[src/rtl/mult_arbiter.sv]
`default_nettype none
// ============================================================================
// Module      : mult_arbiter
// Description : Two-port round-robin front end for one shared sequential
//               signed multiplier. Grants one requester at a time, launches
//               the multiplier, waits for completion (with timeout abort)
//               and holds the response until the consumer accepts it.
// Ports       : clk, rst (async, active-low)
//               req0/a0/b0, req1/a1/b1 -> gnt0/gnt1 (1-cycle accept pulses)
//               mul_start/mul_a/mul_b  -> multiplier; mul_done/mul_product <-
//               rsp_valid/rsp_id/rsp_product/rsp_err -> consumer; rsp_ready <-
//               busy : high whenever the FSM is not idle
// Revision    : 1.0 - initial release
// ============================================================================
module mult_arbiter #(
  parameter int WIDTH   = 6,
  parameter int TIMEOUT = 31
) (
  input  logic               clk,
  input  logic               rst,
  input  logic               req0,
  input  logic [WIDTH-1:0]   a0,
  input  logic [WIDTH-1:0]   b0,
  input  logic               req1,
  input  logic [WIDTH-1:0]   a1,
  input  logic [WIDTH-1:0]   b1,
  output logic               gnt0,
  output logic               gnt1,
  output logic               mul_start,
  output logic [WIDTH-1:0]   mul_a,
  output logic [WIDTH-1:0]   mul_b,
  input  logic               mul_done,
  input  logic [2*WIDTH-1:0] mul_product,
  output logic               rsp_valid,
  output logic               rsp_id,
  output logic [2*WIDTH-1:0] rsp_product,
  output logic               rsp_err,
  input  logic               rsp_ready,
  output logic               busy
);

  localparam int               CNT_W     = (TIMEOUT < 1) ? 1 : $clog2(TIMEOUT + 1);
  localparam logic [CNT_W-1:0] C_TIMEOUT = CNT_W'(TIMEOUT);

  typedef enum logic [1:0] {
    S_IDLE  = 2'd0,
    S_START = 2'd1,
    S_WAIT  = 2'd2,
    S_RESP  = 2'd3
  } state_t;

  state_t           r_state;
  state_t           w_state_nxt;
  logic             r_last_grant;
  logic [CNT_W-1:0] r_cnt;

  logic w_any_req;
  logic w_pick;
  logic w_done_ok;
  logic w_timeout;

  // Lone requester wins outright; on a tie the one not served last wins.
  assign w_any_req = req0 | req1;
  assign w_pick    = (req0 & req1) ? ~r_last_grant : req1;

  // The counter is zero only in the first WAIT cycle, so a done level left
  // over from the previous operation cannot complete the new one.
  assign w_done_ok = mul_done & (r_cnt != '0);
  assign w_timeout = (r_cnt == C_TIMEOUT);

  // --------------------------------------------------------------------------
  // State register
  // --------------------------------------------------------------------------
  always_ff @(posedge clk or negedge rst) begin
    if (!rst) begin
      r_state <= S_IDLE;
    end else begin
      r_state <= w_state_nxt;
    end
  end

  // --------------------------------------------------------------------------
  // Next state and state-decoded outputs
  // --------------------------------------------------------------------------
  always_comb begin
    w_state_nxt = r_state;
    mul_start   = 1'b0;
    rsp_valid   = 1'b0;
    busy        = 1'b1;
    case (r_state)
      S_IDLE: begin
        busy = 1'b0;
        if (w_any_req) begin
          w_state_nxt = S_START;
        end
      end
      S_START: begin
        mul_start   = 1'b1;
        w_state_nxt = S_WAIT;
      end
      S_WAIT: begin
        if (w_done_ok || w_timeout) begin
          w_state_nxt = S_RESP;
        end
      end
      S_RESP: begin
        rsp_valid = 1'b1;
        if (rsp_ready) begin
          w_state_nxt = S_IDLE;
        end
      end
      default: begin
        w_state_nxt = S_IDLE;
      end
    endcase
  end

  // --------------------------------------------------------------------------
  // Datapath: grant pulses, operand/id capture, wait counter, response
  // --------------------------------------------------------------------------
  always_ff @(posedge clk or negedge rst) begin
    if (!rst) begin
      gnt0         <= 1'b0;
      gnt1         <= 1'b0;
      r_last_grant <= 1'b1;
      rsp_id       <= 1'b0;
      mul_a        <= '0;
      mul_b        <= '0;
      r_cnt        <= '0;
      rsp_product  <= '0;
      rsp_err      <= 1'b0;
    end else begin
      gnt0 <= 1'b0;
      gnt1 <= 1'b0;
      case (r_state)
        S_IDLE: begin
          if (w_any_req) begin
            gnt0         <= ~w_pick;
            gnt1         <= w_pick;
            r_last_grant <= w_pick;
            rsp_id       <= w_pick;
            mul_a        <= w_pick ? a1 : a0;
            mul_b        <= w_pick ? b1 : b0;
          end
        end
        S_START: begin
          r_cnt <= '0;
        end
        S_WAIT: begin
          // Completion is checked first so it wins over a same-cycle timeout.
          if (w_done_ok) begin
            rsp_product <= mul_product;
            rsp_err     <= 1'b0;
          end else if (w_timeout) begin
            rsp_product <= '0;
            rsp_err     <= 1'b1;
          end
          if (r_cnt != C_TIMEOUT) begin
            r_cnt <= r_cnt + 1'b1;
          end
        end
        default: begin
        end
      endcase
    end
  end

endmodule
`default_nettype wire

[config.mk]
export PLATFORM = sky130hd
export DESIGN_NAME = mult_arbiter
export DESIGN_NICKNAME = d
export VERILOG_FILES = /design/src/rtl/mult_arbiter.sv
export SDC_FILE = /design/constraint.sdc
export NUM_CORES = 1
export LEC_CHECK = 0
export ABC_AREA = 1
export CAP_MARGIN = 30
export CORE_MARGIN = 3
export CORE_UTILIZATION = 45
export DETAILED_ROUTE_END_ITERATION = 12
export DONT_BUFFER_PORTS = 1
export RECOVER_POWER = 50
export SKIP_LAST_GASP = 1
export SYNTH_ARGS = -nofsm -noshare
export SYNTH_HDL_FRONTEND = slang
export SYNTH_SLANG_ARGS = --single-unit
export TNS_END_PERCENT = 1
[constraint.sdc]
create_clock -name clk -period 2 [get_ports clk]
set_input_delay 0.3 -clock clk [delete_from_list [all_inputs] [get_ports clk]]
set_output_delay 0.3 -clock clk [all_outputs]
set_load 0.02 [all_outputs]
==> out/qor.txt <==
status -> finished, final reports clean
min Tclk post-route -> 1.658 ns
Post-Place Cells -> 248
hold_sp -> mul_product[11]
Least-Margin Pin Slew -> 0.8893 ns
sequential share of the synthesized area -> 0.5124
setup_tns -> 0 ns
Initial DRT Pass Iterations -> 4
critical path class -> flop to flop
slowest cell on the critical path -> dfrtp_1
Relative slew margins -> 0.4071
die height -> 68.55 µm
internal power -> 1.749 mW
clk_skew -> 0.002681 ns
Final setup viols -> 0
NetSw -> 1.468 mW
die area -> 4698 µm²
crit end category -> flop
Power Dens Cells -> 1694 nW/µm²
WL final -> 3.846 mm
Overflow after GRT -> 0
Final Hold Vio Count -> 0
clock sinks -> 36
first-iteration detailed-routing DRC count -> 48
Root Driver -> clkbuf_8
CP top delay family -> flip-flops
most common cell after layout, fill and taps aside -> nand2_1
initial antenna violation count -> 0
via count -> 1359
Area growth syn-to-layout -> 7.889%
vias in the first global route -> 1216
crit path launch -> r_cnt[0]
number of gates resized after CTS -> 0
DRC Markers -> 0
Die Wd -> 68.55 µm
Logic pwr share -> 0.337
hold crit path type -> primary input to flop
Clock Path Buffers -> 2
number of port buffers -> 0
crit path max fanout -> 5
unrepaired setup endpoints after global routing -> no
WL/cell -> 14.91 µm
GR Layer Usage met2 -> 0.2634
Ant. Diodes -> 0
sw frac -> 0.4562
Initial Utilization -> 0.4737
WP data arrival -> 1.83 ns
Final Max Slew Viols -> 0
H-tree depth -> 2
first-pass GRT wire length -> 5.430 mm
DP HPWL -> 2.820 mm
CTS tree -> yes
worst r2r src -> r_cnt[0]
leakage power -> 0.9827 nW
crit path launch type -> flop
grt met1 use -> 0.1753
share of cells above drive strength 1 -> 0.1048
slowest stage delay, CP -> 0.40 ns
part of the cycle the worst path needs -> 0.8289
share of power burned in the clock network -> 0.164
GR peak layer -> met2
clock latency on the worst-skew pair -> 0.28 ns
CTS clk-pin slew, worst paths -> 0.07 ns
Syn Area/Cell -> 8.630 µm²
sequential power share -> 0.499
GR Util met3 -> 0.07131
Critical Path RT -> 2.17 ns
Worst VDD drop -> 0.7470 mV
Routed Antenna Nets -> 0
largest net degree at the start of global routing -> 37
Non-Filler Instances -> 258
commonest cells after routing, fill and taps aside -> nand2_1 (60), dfrtp_1 (35), inv_1 (30), a21oi_1 (14), o21ai_0 (13)
gr usage total -> 0.1574
Max Freq -> 603.2 MHz
worst path cell trace -> ha_1 > nand2_1 > nor2_1 > ha_1 > inv_1 > nand2_1 > inv_1 > nand2_1 > o21ai_0 > inv_1
number of synthesized register bits -> 36
yosys warns -> 0
CTS buffer count -> 5
synthesized cell area -> 1760 µm²
core area -> 3716 µm²
routability cong. -> 0.9237
syn nets -> 254
FILL cells -> 354
Top Ports -> 73
Via density -> 5.267
max_cap viols -> 0
Placement Rows -> 22
Cells after Synth -> 204
Buf/Inv on CP -> 3
Unique masters post-synth -> 22
Design Power -> 3.217 mW
Layout Nets -> 259
-- registers in the layout, summed over array words and instances (netlist names) --
| signal | flops |
|---|---|
| rsp_product | 12 |
| mul_a | 6 |
| mul_b | 6 |
| r_cnt | 5 |
| r_state | 2 |
| gnt0 | 1 |
| gnt1 | 1 |
| r_last_grant | 1 |
| rsp_err | 1 |
| rsp_id | 1 |
-- kinds of logic (layout without fill, tap and decap cells) --
group | count (synthesis) | after routing | synth area share
buffers and inverters | 38 | 44 | 0.09381
adder cells (fa/ha/maj) | 8 | 8 | 0.05686
AND/OR/NAND/NOR | 75 | 75 | 0.1656
AO/OA/AOI/OAI | 47 | 47 | 0.1713
flip-flops | 36 | 36 | 0.5124
-- layout make-up --
class | instances | area (µm²) | share of cell area
flip-flops and latches | 36 | 902.1 | 0.4750
well taps | 48 | 60.06 | 0.03162
multi-input cells | 130 | 693.2 | 0.3650
repair buffers | 5 | 37.54 | 0.01976
clock buffers | 8 | 90.09 | 0.04743
inverters | 31 | 116.4 | 0.06127
-- path summary, 6_finish.rpt --
path / slack, ns / end / cells after the start
worst max-delay path: 0.34 / r_cnt[3] / 10
worst min-delay path: 0.14 / rsp_product[11] / 2
worst max register to register: 0.34 / r_cnt[3] / 10
worst min register to register: 0.49 / r_last_grant / 2
max in group asynchronous: 0.77 / mul_a[1] / 2
min in group asynchronous: 0.68 / rsp_err / 2
-- per-layer routing --
layer | wire (µm) | up-vias | part of all wire
li1 | - | 655 | -
met1 | 1560 | 644 | 0.41
met5 | 0 | - | 0
met4 | 37 | 0 | 0.0096
met2 | 1870 | 55 | 0.49
met3 | 377 | 5 | 0.098
-- cell usage after synthesis --
library cell / n / area share
dfstp_2: 1 / 0.015
o22ai_1: 6 / 0.021
o22ai_2: 6 / 0.043
nand3_1: 2 / 0.0057
o21ai_1: 6 / 0.017
inv_1: 30 / 0.064
dfrtp_1: 35 / 0.50
buf_4: 3 / 0.013
o21bai_1: 1 / 0.0043
nor2_2: 1 / 0.0036
nand2_2: 1 / 0.0036
nand2_1: 60 / 0.13
nor2_1: 10 / 0.021
a21oi_4: 1 / 0.0092
buf_6: 1 / 0.0064
ha_1: 8 / 0.057
or2_2: 1 / 0.0036
clkbuf_2: 1 / 0.0028
buf_2: 2 / 0.0057
o21ai_0: 13 / 0.037
a21oi_1: 14 / 0.040
inv_2: 1 / 0.0021
-- per-stage QoR --
stage,util,cell area (µm²),worst slack [ns],hold slack (ns)
final,0.5111,1899,0.3422,0.1361
after global routing,0.5111,1899,0.1163,0.1268
after CTS,0.5152,1914,0.3596,0.1283
after detailed placement,0.4828,1794,0.3650,0.005577
after global placement,0.4828,1794,0.4350,0.005343
after floorplan,-,1760,0.5462,0.004409
-- power groups by stage --
stage                     combinational, mW  sequential, mW  clock [mW]
after floorplan                       0.906            1.55           0
after global placement                 1.01            1.61           0
after detailed placement               1.08            1.62           0
after CTS                              1.10            1.61       0.542
after global routing                   1.24            1.65       0.572
final                                  1.08            1.61       0.527
-- what timing repair did --
item	in CTS	in global routing
hold endpoints to repair	36	0
hold buffers	2	0
buffers inserted	0	0
No activity file was read; power rests on OpenSTA's default activity.
